### src/rtl/credit_tx_pkg.sv
// Shared widths and types for the credit link (transmitter and remote pop-count encoder).
// Latency: n/a (types and constant functions only).
// Backpressure: n/a.
package credit_tx_pkg;

    // Default link geometry; instances override via parameters.
    localparam int CREDITS_DEF = 32;
    localparam int RET_MAX_DEF = 1;

    // Width needed to hold the values 0..n inclusive.
    function automatic int cnt_w(input int n);
        return (n < 1) ? 1 : $clog2(n + 1);
    endfunction

    localparam int CNTW_DEF = cnt_w(CREDITS_DEF);
    localparam int RETW_DEF = cnt_w(RET_MAX_DEF);

    // Credit count and credit return types at the default geometry.
    // The remote receiver's pop-count encoder uses credit_ret_t so both ends agree.
    typedef logic [CNTW_DEF-1:0] credit_cnt_t;
    typedef logic [RETW_DEF-1:0] credit_ret_t;

endpackage

### src/rtl/credit_tx_if.sv
// Producer handshake, link launch and credit return bundled for the credit transmitter.
// Latency: n/a (wires only).
// Backpressure: in_ready from the transmitter; the link side has no ready.
interface credit_tx_if #(
    parameter int DATAW = 32,
    parameter int RETW  = 1
);
    logic             in_valid;
    logic [DATAW-1:0] in_data;
    logic             in_ready;
    logic             tx_valid;
    logic [DATAW-1:0] tx_data;
    logic [RETW-1:0]  credit_ret;

    // Transmitter side.
    modport master (
        input  in_valid,
        input  in_data,
        output in_ready,
        output tx_valid,
        output tx_data,
        input  credit_ret
    );

    // Environment side: producer, remote FIFO push and pop-count return.
    modport slave (
        output in_valid,
        output in_data,
        input  in_ready,
        input  tx_valid,
        input  tx_data,
        output credit_ret
    );
endinterface

### src/rtl/credit_tx_credit_counter.sv
// Credit up/down counter: -1 per send, +0..INC_MAX per return, saturating at MAXV.
// Latency: count updates on the clock edge after dec/inc; flags come from the registered count.
// Backpressure: none; the caller gates dec with zero so underflow is impossible.
module credit_counter #(
    parameter int MAXV    = 32,
    parameter int INC_MAX = 1,
    parameter int ALM     = 1,
    parameter int CNTW    = 6,
    parameter int INCW    = 1
) (
    input  logic            clk,
    input  logic            reset,
    input  logic            dec,
    input  logic [INCW-1:0] inc,
    output logic [CNTW-1:0] cnt,
    output logic            zero,
    output logic            alm,
    output logic            full
);
    localparam int              CW1       = CNTW + 1;
    localparam logic [CNTW:0]   MAX_W     = CW1'(MAXV);
    localparam logic [CNTW-1:0] MAX_N     = MAX_W[CNTW-1:0];
    localparam logic [CNTW-1:0] ALM_N     = CNTW'(ALM);
    localparam logic [INCW-1:0] INC_MAX_N = INCW'(INC_MAX);

    logic [CNTW-1:0] cnt_q;
    logic [CNTW-1:0] cnt_d;
    logic [CNTW:0]   sum;
    logic            ovf;
    logic            inc_bad;

    // Next count computed one bit wider so a return that overshoots is visible, then clamped.
    always_comb begin
        sum     = {1'b0, cnt_q} - CW1'(dec) + CW1'(inc);
        ovf     = (sum > MAX_W);
        inc_bad = (inc > INC_MAX_N);
        cnt_d   = ovf ? MAX_N : sum[CNTW-1:0];
    end

    // Count register; reset means every remote slot is free again.
    always_ff @(posedge clk or negedge reset) begin
        if (!reset) begin
            cnt_q <= MAX_N;
        end else begin
            assert (!ovf) else $warning("credit overflow");
            assert (!inc_bad) else $warning("credit return above RET_MAX");
            cnt_q <= cnt_d;
        end
    end

    // Status flags from the registered count only, so in_ready never sees a same-cycle return.
    always_comb begin
        cnt  = cnt_q;
        zero = (cnt_q == '0);
        full = (cnt_q == MAX_N);
        // A single-slot link is always "almost empty" of credits.
        alm  = (MAXV == 1) ? 1'b1 : (cnt_q <= ALM_N);
    end

endmodule

### src/rtl/credit_tx.sv
// Credit-flow transmitter: valid/ready producer in, registered ready-less push to a remote FIFO out.
// Latency: 1 cycle from accept to tx_valid/tx_data.
// Backpressure: in_ready drops when the credit count is zero; returns re-open it the cycle after.
module credit_tx
    import credit_tx_pkg::*;
#(
    parameter int DATAW       = 32,
    parameter int CREDITS     = CREDITS_DEF,
    parameter int RET_MAX     = RET_MAX_DEF,
    parameter int ALM_CREDITS = 1,
    parameter int CNTW        = cnt_w(CREDITS),
    parameter int RETW        = cnt_w(RET_MAX)
) (
    input  logic             clk,
    input  logic             reset,
    credit_tx_if.master      link,
    output logic [CNTW-1:0]  credits,
    output logic             no_credit,
    output logic             alm_no_credit,
    output logic             idle
);
    logic             send;
    logic             full;
    logic             tx_valid_q;
    logic [DATAW-1:0] tx_data_q;

    // Acceptance uses only the registered count; no bypass of this cycle's returns.
    always_comb begin
        link.in_ready = !no_credit;
        send          = link.in_valid && !no_credit;
    end

    credit_counter #(
        .MAXV    (CREDITS),
        .INC_MAX (RET_MAX),
        .ALM     (ALM_CREDITS),
        .CNTW    (CNTW),
        .INCW    (RETW)
    ) u_cnt (
        .clk   (clk),
        .reset (reset),
        .dec   (send),
        .inc   (link.credit_ret),
        .cnt   (credits),
        .zero  (no_credit),
        .alm   (alm_no_credit),
        .full  (full)
    );

    // Output register: one push per accepted word; data holds between pushes.
    always_ff @(posedge clk or negedge reset) begin
        if (!reset) begin
            tx_valid_q <= 1'b0;
            tx_data_q  <= '0;
        end else begin
            tx_valid_q <= send;
            if (send) begin
                tx_data_q <= link.in_data;
            end
        end
    end

    // Link drive and idle: all credits home and nothing sitting in the output register.
    always_comb begin
        link.tx_valid = tx_valid_q;
        link.tx_data  = tx_data_q;
        idle          = full && !tx_valid_q;
    end

endmodule

### src/flat_wrapper.sv
// flat-port wrapper written by rule: the top's interface ports become plain ports
module credit_tx_flat import credit_tx_pkg::*;
#(
    parameter int DATAW       = 32,
    parameter int CREDITS     = CREDITS_DEF,
    parameter int RET_MAX     = RET_MAX_DEF,
    parameter int ALM_CREDITS = 1,
    parameter int CNTW        = cnt_w(CREDITS),
    parameter int RETW        = cnt_w(RET_MAX)
)
  (clk, reset, credits, no_credit, alm_no_credit, idle, link_in_valid, link_in_data, link_in_ready, link_tx_valid, link_tx_data, link_credit_ret);
  credit_tx_if #(.DATAW(DATAW), .RETW(RETW)) link_i ();
  input  logic clk;
  input  logic reset;
  output logic [CNTW-1:0] credits;
  output logic no_credit;
  output logic alm_no_credit;
  output logic idle;
  input wire logic [$bits(link_i.in_valid)-1:0] link_in_valid;
  input wire logic [$bits(link_i.in_data)-1:0] link_in_data;
  output wire logic [$bits(link_i.in_ready)-1:0] link_in_ready;
  output wire logic [$bits(link_i.tx_valid)-1:0] link_tx_valid;
  output wire logic [$bits(link_i.tx_data)-1:0] link_tx_data;
  input wire logic [$bits(link_i.credit_ret)-1:0] link_credit_ret;
  assign link_i.in_valid = link_in_valid;
  assign link_i.in_data = link_in_data;
  assign link_in_ready = link_i.in_ready;
  assign link_tx_valid = link_i.tx_valid;
  assign link_tx_data = link_i.tx_data;
  assign link_i.credit_ret = link_credit_ret;
  credit_tx #(.DATAW(DATAW), .CREDITS(CREDITS), .RET_MAX(RET_MAX), .ALM_CREDITS(ALM_CREDITS), .CNTW(CNTW), .RETW(RETW)) u_core (.clk(clk), .reset(reset), .link(link_i), .credits(credits), .no_credit(no_credit), .alm_no_credit(alm_no_credit), .idle(idle));
endmodule
### config.mk
export PLATFORM = sky130hd
export DESIGN_NAME = credit_tx_flat
export DESIGN_NICKNAME = d
export VERILOG_FILES = /design/src/rtl/credit_tx_pkg.sv /design/src/rtl/credit_tx_if.sv /design/src/rtl/credit_tx_credit_counter.sv /design/src/rtl/credit_tx.sv /design/src/flat_wrapper.sv
export SDC_FILE = /design/constraint.sdc
export NUM_CORES = 1
export LEC_CHECK = 0
export CAP_MARGIN = 20
export CORE_MARGIN = 5
export CORE_UTILIZATION = 45
export CTS_CLUSTER_DIAMETER = 100
export DETAILED_ROUTE_END_ITERATION = 6
export PLACE_DENSITY = 0.82
export SYNTH_ARGS = -nofsm -noshare
export SYNTH_HDL_FRONTEND = slang
export SYNTH_SLANG_ARGS = --single-unit
### constraint.sdc
create_clock -name clk -period 8.3 [get_ports clk]
set_input_delay 0.83 -clock clk [delete_from_list [all_inputs] [get_ports clk]]
set_output_delay 0.83 -clock clk [all_outputs]
set_load 0.05 [all_outputs]
## Yosys cells after proc, flatten, opt, wreduce, memory -nomap -nowiden

Index checks and enable logic that the tools add are counted.

| operators by class | value |
|---|---|
| add/subtract/negate cells | 2 |
| magnitude comparators | 2 |
| equal/unequal tests | 1 |
| muxes and demuxes | 1 |
| reductions and logical operators | 5 |

Operators with widths:

| cell | number |
|---|---|
| $add A7 B1 Y7 | 1 |
| $gt A7 B6 Y1 const B | 1 |
| $sub A6 B1 Y7 | 1 |
| $eq A6 B6 Y1 const B | 1 |
| $le A6 B1 Y1 const B | 1 |
| $logic_not A6 Y1 | 1 |
| $mux W6 | 1 |
| $logic_and A1 B1 Y1 | 2 |
| $logic_not A1 Y1 | 2 |

| word-level totals | value |
|---|---|
| flip-flop bits (word level) | 39 |
| bits of input ports | 36 |
| output and inout port bits | 43 |
| logic and storage cells | 14 |

## Longest topological paths before layout

| depth | value |
|---|---|
| depth in word-level cells | 7 |
| mapped depth | 16 |
| mapped depth without buffers | 15 |

## Hierarchy

Synthesis repeated with hierarchy kept, for this count alone.

| second synthesis, totals | value |
|---|---|
| cell total of the unflattened synthesis | 135 |
| area, all modules | 1963.1 sq um |

By module, submodules not included:

| module | instances | cells each | area each (sq um) | seq. area each (sq um) |
|---|---|---|---|---|
| credit_tx | 1 | 72 | 1356.3 | 825.8 |
| credit_counter | 1 | 63 | 606.8 | 151.4 |

## Least setup slack after synthesis

OpenSTA, ideal clock, no wires.

| path | value |
|---|---|
| path type | flip-flop to flip-flop |
| start | reg u_core.u_cnt.cnt_q[2], in the netlist u_core.u_cnt.cnt[2] |
| end | reg u_core.u_cnt.cnt_q[3], in the netlist u_core.u_cnt.cnt[3] |
| setup time | 136 ps |
| arrival | 3577 ps |
| data required time | 8164 ps |
| setup slack | 4587 ps |
| stages on the path, launching flop included | 17 |
| buffers on the path | 1 |
| period minus slack after synthesis | 3713 ps |
| cell sequence | dfrtp_1 inv_1 ha_1 nor3b_1 nand2_1 nand2_2 buf_4 inv_1 ha_1 inv_1 ha_1 inv_1 fa_1 and2b_2 o211ai_1 a311oi_4 nor3_1 |

| between the ends | value |
|---|---|
| longest elaborated chain between the ends | 7 |

RTL lines:

| item | line | text |
|---|---|---|
| from (decl) | credit_tx_credit_counter.sv:26 | `logic [CNTW-1:0] cnt_q;` |
| from (signal assigned) | credit_tx_credit_counter.sv:47 | `cnt_q <= cnt_d;` |
| $logic_not A6 Y1 * | credit_tx_credit_counter.sv:54 | `zero = (cnt_q == '0);` |
| $logic_not A1 Y1 * | n/a |  |
| net link_in_ready | flat_wrapper.sv:21 | `output wire logic [$bits(link_i.in_ready)-1:0] link_in_ready;` |
| $logic_and A1 B1 Y1 * | credit_tx.sv:30 | `send = link.in_valid && !no_credit;` |
| net u_core.send | credit_tx.sv:22 | `logic send;` |
| $sub A6 B1 Y7 * | credit_tx_credit_counter.sv:34 | `sum = {1'b0, cnt_q} - CW1'(dec) + CW1'(inc);` |
| $add A7 B1 Y7 * | credit_tx_credit_counter.sv:34 |  |
| $gt A7 B6 Y1 | credit_tx_credit_counter.sv:35 | `ovf = (sum > MAX_W);` |
| $mux W6 * | credit_tx_credit_counter.sv:37 | `cnt_d = ovf ? MAX_N : sum[CNTW-1:0];` |
| net u_core.u_cnt.cnt_d[3] | credit_tx_credit_counter.sv:27 | `logic [CNTW-1:0] cnt_d;` |

Mark *: on every way through the listed nets, which the timed path passes. The rest lies on a longest branch.
A chain may end at the register's enable or synchronous reset.

## Worst setup path in the final report

| path | value |
|---|---|
| start | reg u_core.u_cnt.cnt_q[2], in the netlist u_core.u_cnt.cnt[2] |
| end | reg u_core.u_cnt.cnt_q[3], in the netlist u_core.u_cnt.cnt[3] |

| between the ends | value |
|---|---|
| longest elaborated chain between the ends | 7 |

RTL lines:

| item | line |
|---|---|
| $logic_not A6 Y1 * | credit_tx_credit_counter.sv:54 |
| $logic_not A1 Y1 * | credit_tx.sv:30 |
| $logic_and A1 B1 Y1 * | credit_tx.sv:30 |
| net u_core.send | credit_tx.sv:22 |
| $sub A6 B1 Y7 * | credit_tx_credit_counter.sv:34 |
| $add A7 B1 Y7 * | credit_tx_credit_counter.sv:34 |
| $gt A7 B6 Y1 | credit_tx_credit_counter.sv:35 |
| $mux W6 * | credit_tx_credit_counter.sv:37 |
| net u_core.u_cnt.cnt_d[3] | credit_tx_credit_counter.sv:27 |

Marks and branches as above.

==> reports/summary.txt <==
Dpl cells: 263
Final core occ: 68.9%
Gr usage total: 17.3%
Die X: 74.3 µm
Worst-Margin Slew: 0.826 ns
WS Path Type: flop to flop
Worst slew margin: 44.9%
Initial core utilization: 46.4%
CTS root buf: clkbuf_8
Yosys cell types: 35
Post-CTS setup repair buffer count: 0
FILL cells: 275
Status: completed
Achievable frequency: 0.261 GHz
Synthesized Nets: 186
Post-synth top area share: 51.2%
# port buffers: 78
Max Cap Violations: 0
Routed WL: 4610 µm
Worst-path clk slew: 0.07 ns
Post-synth EDFFs: 0
First-pass GRT wire length: 7090 µm
Final TNS setup: 0 ns
Area occupied by multi-input gates: 806 µm²
Yosys Warn Count: 0
DRC violation total after the first TritonRoute iteration: 58
Register area: 977 µm²
Worst-skew pair later-pin latency: 0.28 ns
CTS tree: done
CP max FO: 33
Number of remaining DRC errors: 0
Post-cts hold buffer count: 0
H-tree level count: 2
Cts repair resizes: 0
Worst EP required: 8.45 ns
Vias in the first global route: 1483
IO Pins: 79
Asr flop ratio synth: 100%
Max Slew Vio Count: 0
Core ar.: 0.00400 mm²
Pwr dens: 420 mW/mm²
FF+latch count, synth: 39
RSZ-0062 raised after global routing: false
Routing usage on met2: 31.6%
Post-place setup slack: 4.31 ns
Die area: 0.00551 mm²
Drt pass-1 iters: 4
Via density: 5.04
Hold WS: 0.508 ns
Met1 Use GR: 19.2%
CP endpoint kind: flop
Row cnt: 23
Final worst path period need: 3.83 ns
Leak: 1.16 nW
PnR worst setup slack: 4.47 ns
Layout Cells excl Fill: 271
Drt wl/cell: 17.0 µm
Arrival time at the worst endpoint: 3.98 ns
Seq/Total Area, Yosys: 52.6%
Antenna viol nets, final: 0
Final worst path period share: 46.1%
Class of the worst hold path: flop to flop
Initial antenna violation count: 0
Syn Inst Count: 138
Clock buffer depth: 2
Num CTS Buffers: 5
Skew final: 0.00570 ns
Vias: 1367
Grt total ovfl: 0
Mean post-synth cell area: 13.5 µm²
Syn-to-layout area delta: 48.3%
Hpwl dp: 3640 µm
Dominant cell type by area after synthesis: dfrtp_1
Clock sink count: 39
Top_reg_cell synth: dfrtp_1
Share of layout cells above drive strength 1: 17.2%
Synth area leaders: dfrtp_1 (51%), mux2_2 (15%), ha_1 (7.4%)
Nets@finish: 268
GP Congestion: 0.911
Hold Fails Final Rpt: 0
GR peak layer: met2
Cell area after synthesis: 0.00186 mm²
Peak VDD IR: 259 µV
GR Layer Usage met3: 6.08%
Largest net degree at the start of global routing: 40
Type of origin of the critical path: flop
Die Ht: 74.3 µm
Final Setup Violations: 0
Ant. Diodes: 0
sequential cells by signal, indices dropped and copies added (netlist names):
signal and flops:
u_core.link.tx_data 32, u_core.link.tx_valid 1, u_core.u_cnt.cnt 6
synth_stat cells, types with 2 or more instances:
cell      instances
inv_1            14
ha_1             11
a21oi_1           3
nand3b_1          2
dfrtp_1          38
nor2_1            2
buf_4             3
nor3_1            4
nor3b_1           2
or2_1             2
mux2_1            8
mux2_2           24
xnor2_1           2
nand2_1           2
power breakdown:
part	internal [W]	switching, W
Clock	0.0000589	0.0000594
Sequential	0.000258	0.0000447
Combinational	0.000276	0.000460
through the flow:
| step | total power, W | instance area (µm²) |
|---|---|---|
| 5_1_grt | 0.00122 | 2760 |
| 3_5_place_dp | 0.00104 | 2670 |
| 3_3_place_gp | 0.00102 | 2670 |
| 4_1_cts | 0.00116 | 2760 |
| 2_1_floorplan | 0.000810 | 1860 |
| 6_report | 0.00116 | 2760 |
cells by family after synthesis:
family	count (synthesis)	synth area share (%)
muxes	32	19.4
AOI/OAI and AO/OA	11	5.93
buffers and inverters	17	4.04
adders and majority gates	12	8.48
xor gates and xnor gates	2	0.943
DFF	39	52.6
and+or+nand+nor	25	8.62
area by class of cell:
cell class	count	area share, %
Tap cell	50	2.27
Clock buffer	7	2.77
Multi-Input combinational cell	82	29.2
Clock inverter	1	0.182
Sequential cell	39	35.5
Inverter	14	1.91
Timing Repair Buffer	78	28.2
final timing paths:
kind	end	slack, ns	from	cells past startpoint
worst min-delay path	u_core.link.tx_data[17]	0.51	u_core.link.tx_data[17]	1
worst min register to register	u_core.link.tx_data[17]	0.51	u_core.link.tx_data[17]	1
max in group asynchronous	u_core.link.tx_valid	7.14	reset	1
worst max register to register	u_core.u_cnt.cnt[3]	4.47	u_core.u_cnt.cnt[2]	15
worst max-delay path	u_core.u_cnt.cnt[3]	4.47	u_core.u_cnt.cnt[2]	15
min in group asynchronous	u_core.link.tx_data[7]	0.64	reset	1
cells in the final DEF, fill, tap and decap left out, drive strengths merged, types with 2 or more instances in the layout:
cell / netlist / final
clkbuf: 0 / 7
clkdlybuf4s50: 0 / 77
or2: 2 / 2
nand2: 3 / 3
inv: 14 / 14
nor3b: 2 / 2
mux2: 32 / 32
nor2: 2 / 2
nand3b: 2 / 2
a21oi: 3 / 3
nand2b: 2 / 2
nor3: 4 / 4
dfrtp: 38 / 38
ha: 11 / 11
xnor2: 2 / 2
worst max-delay path, stage by stage, from the launching register on:
cell and delay [ns]:
dfrtp_1 0.41, inv_1 0.11, ha_1 0.17, nor3b_1 0.27, nand2_1 0.16, nand2_2 0.59
inv_1 0.14, ha_1 0.31, inv_1 0.05, ha_1 0.15, inv_1 0.05, fa_1 0.37
and2b_2 0.25, o211ai_1 0.14, a311oi_4 0.40, nor3_1 0.11
metal layers:
layer	wire length, µm	up-vias
met5	0	-
met4	42	0
met3	296	5
met2	2480	43
met1	1790	677
li1	-	642
(Power assumes the default switching activity.)
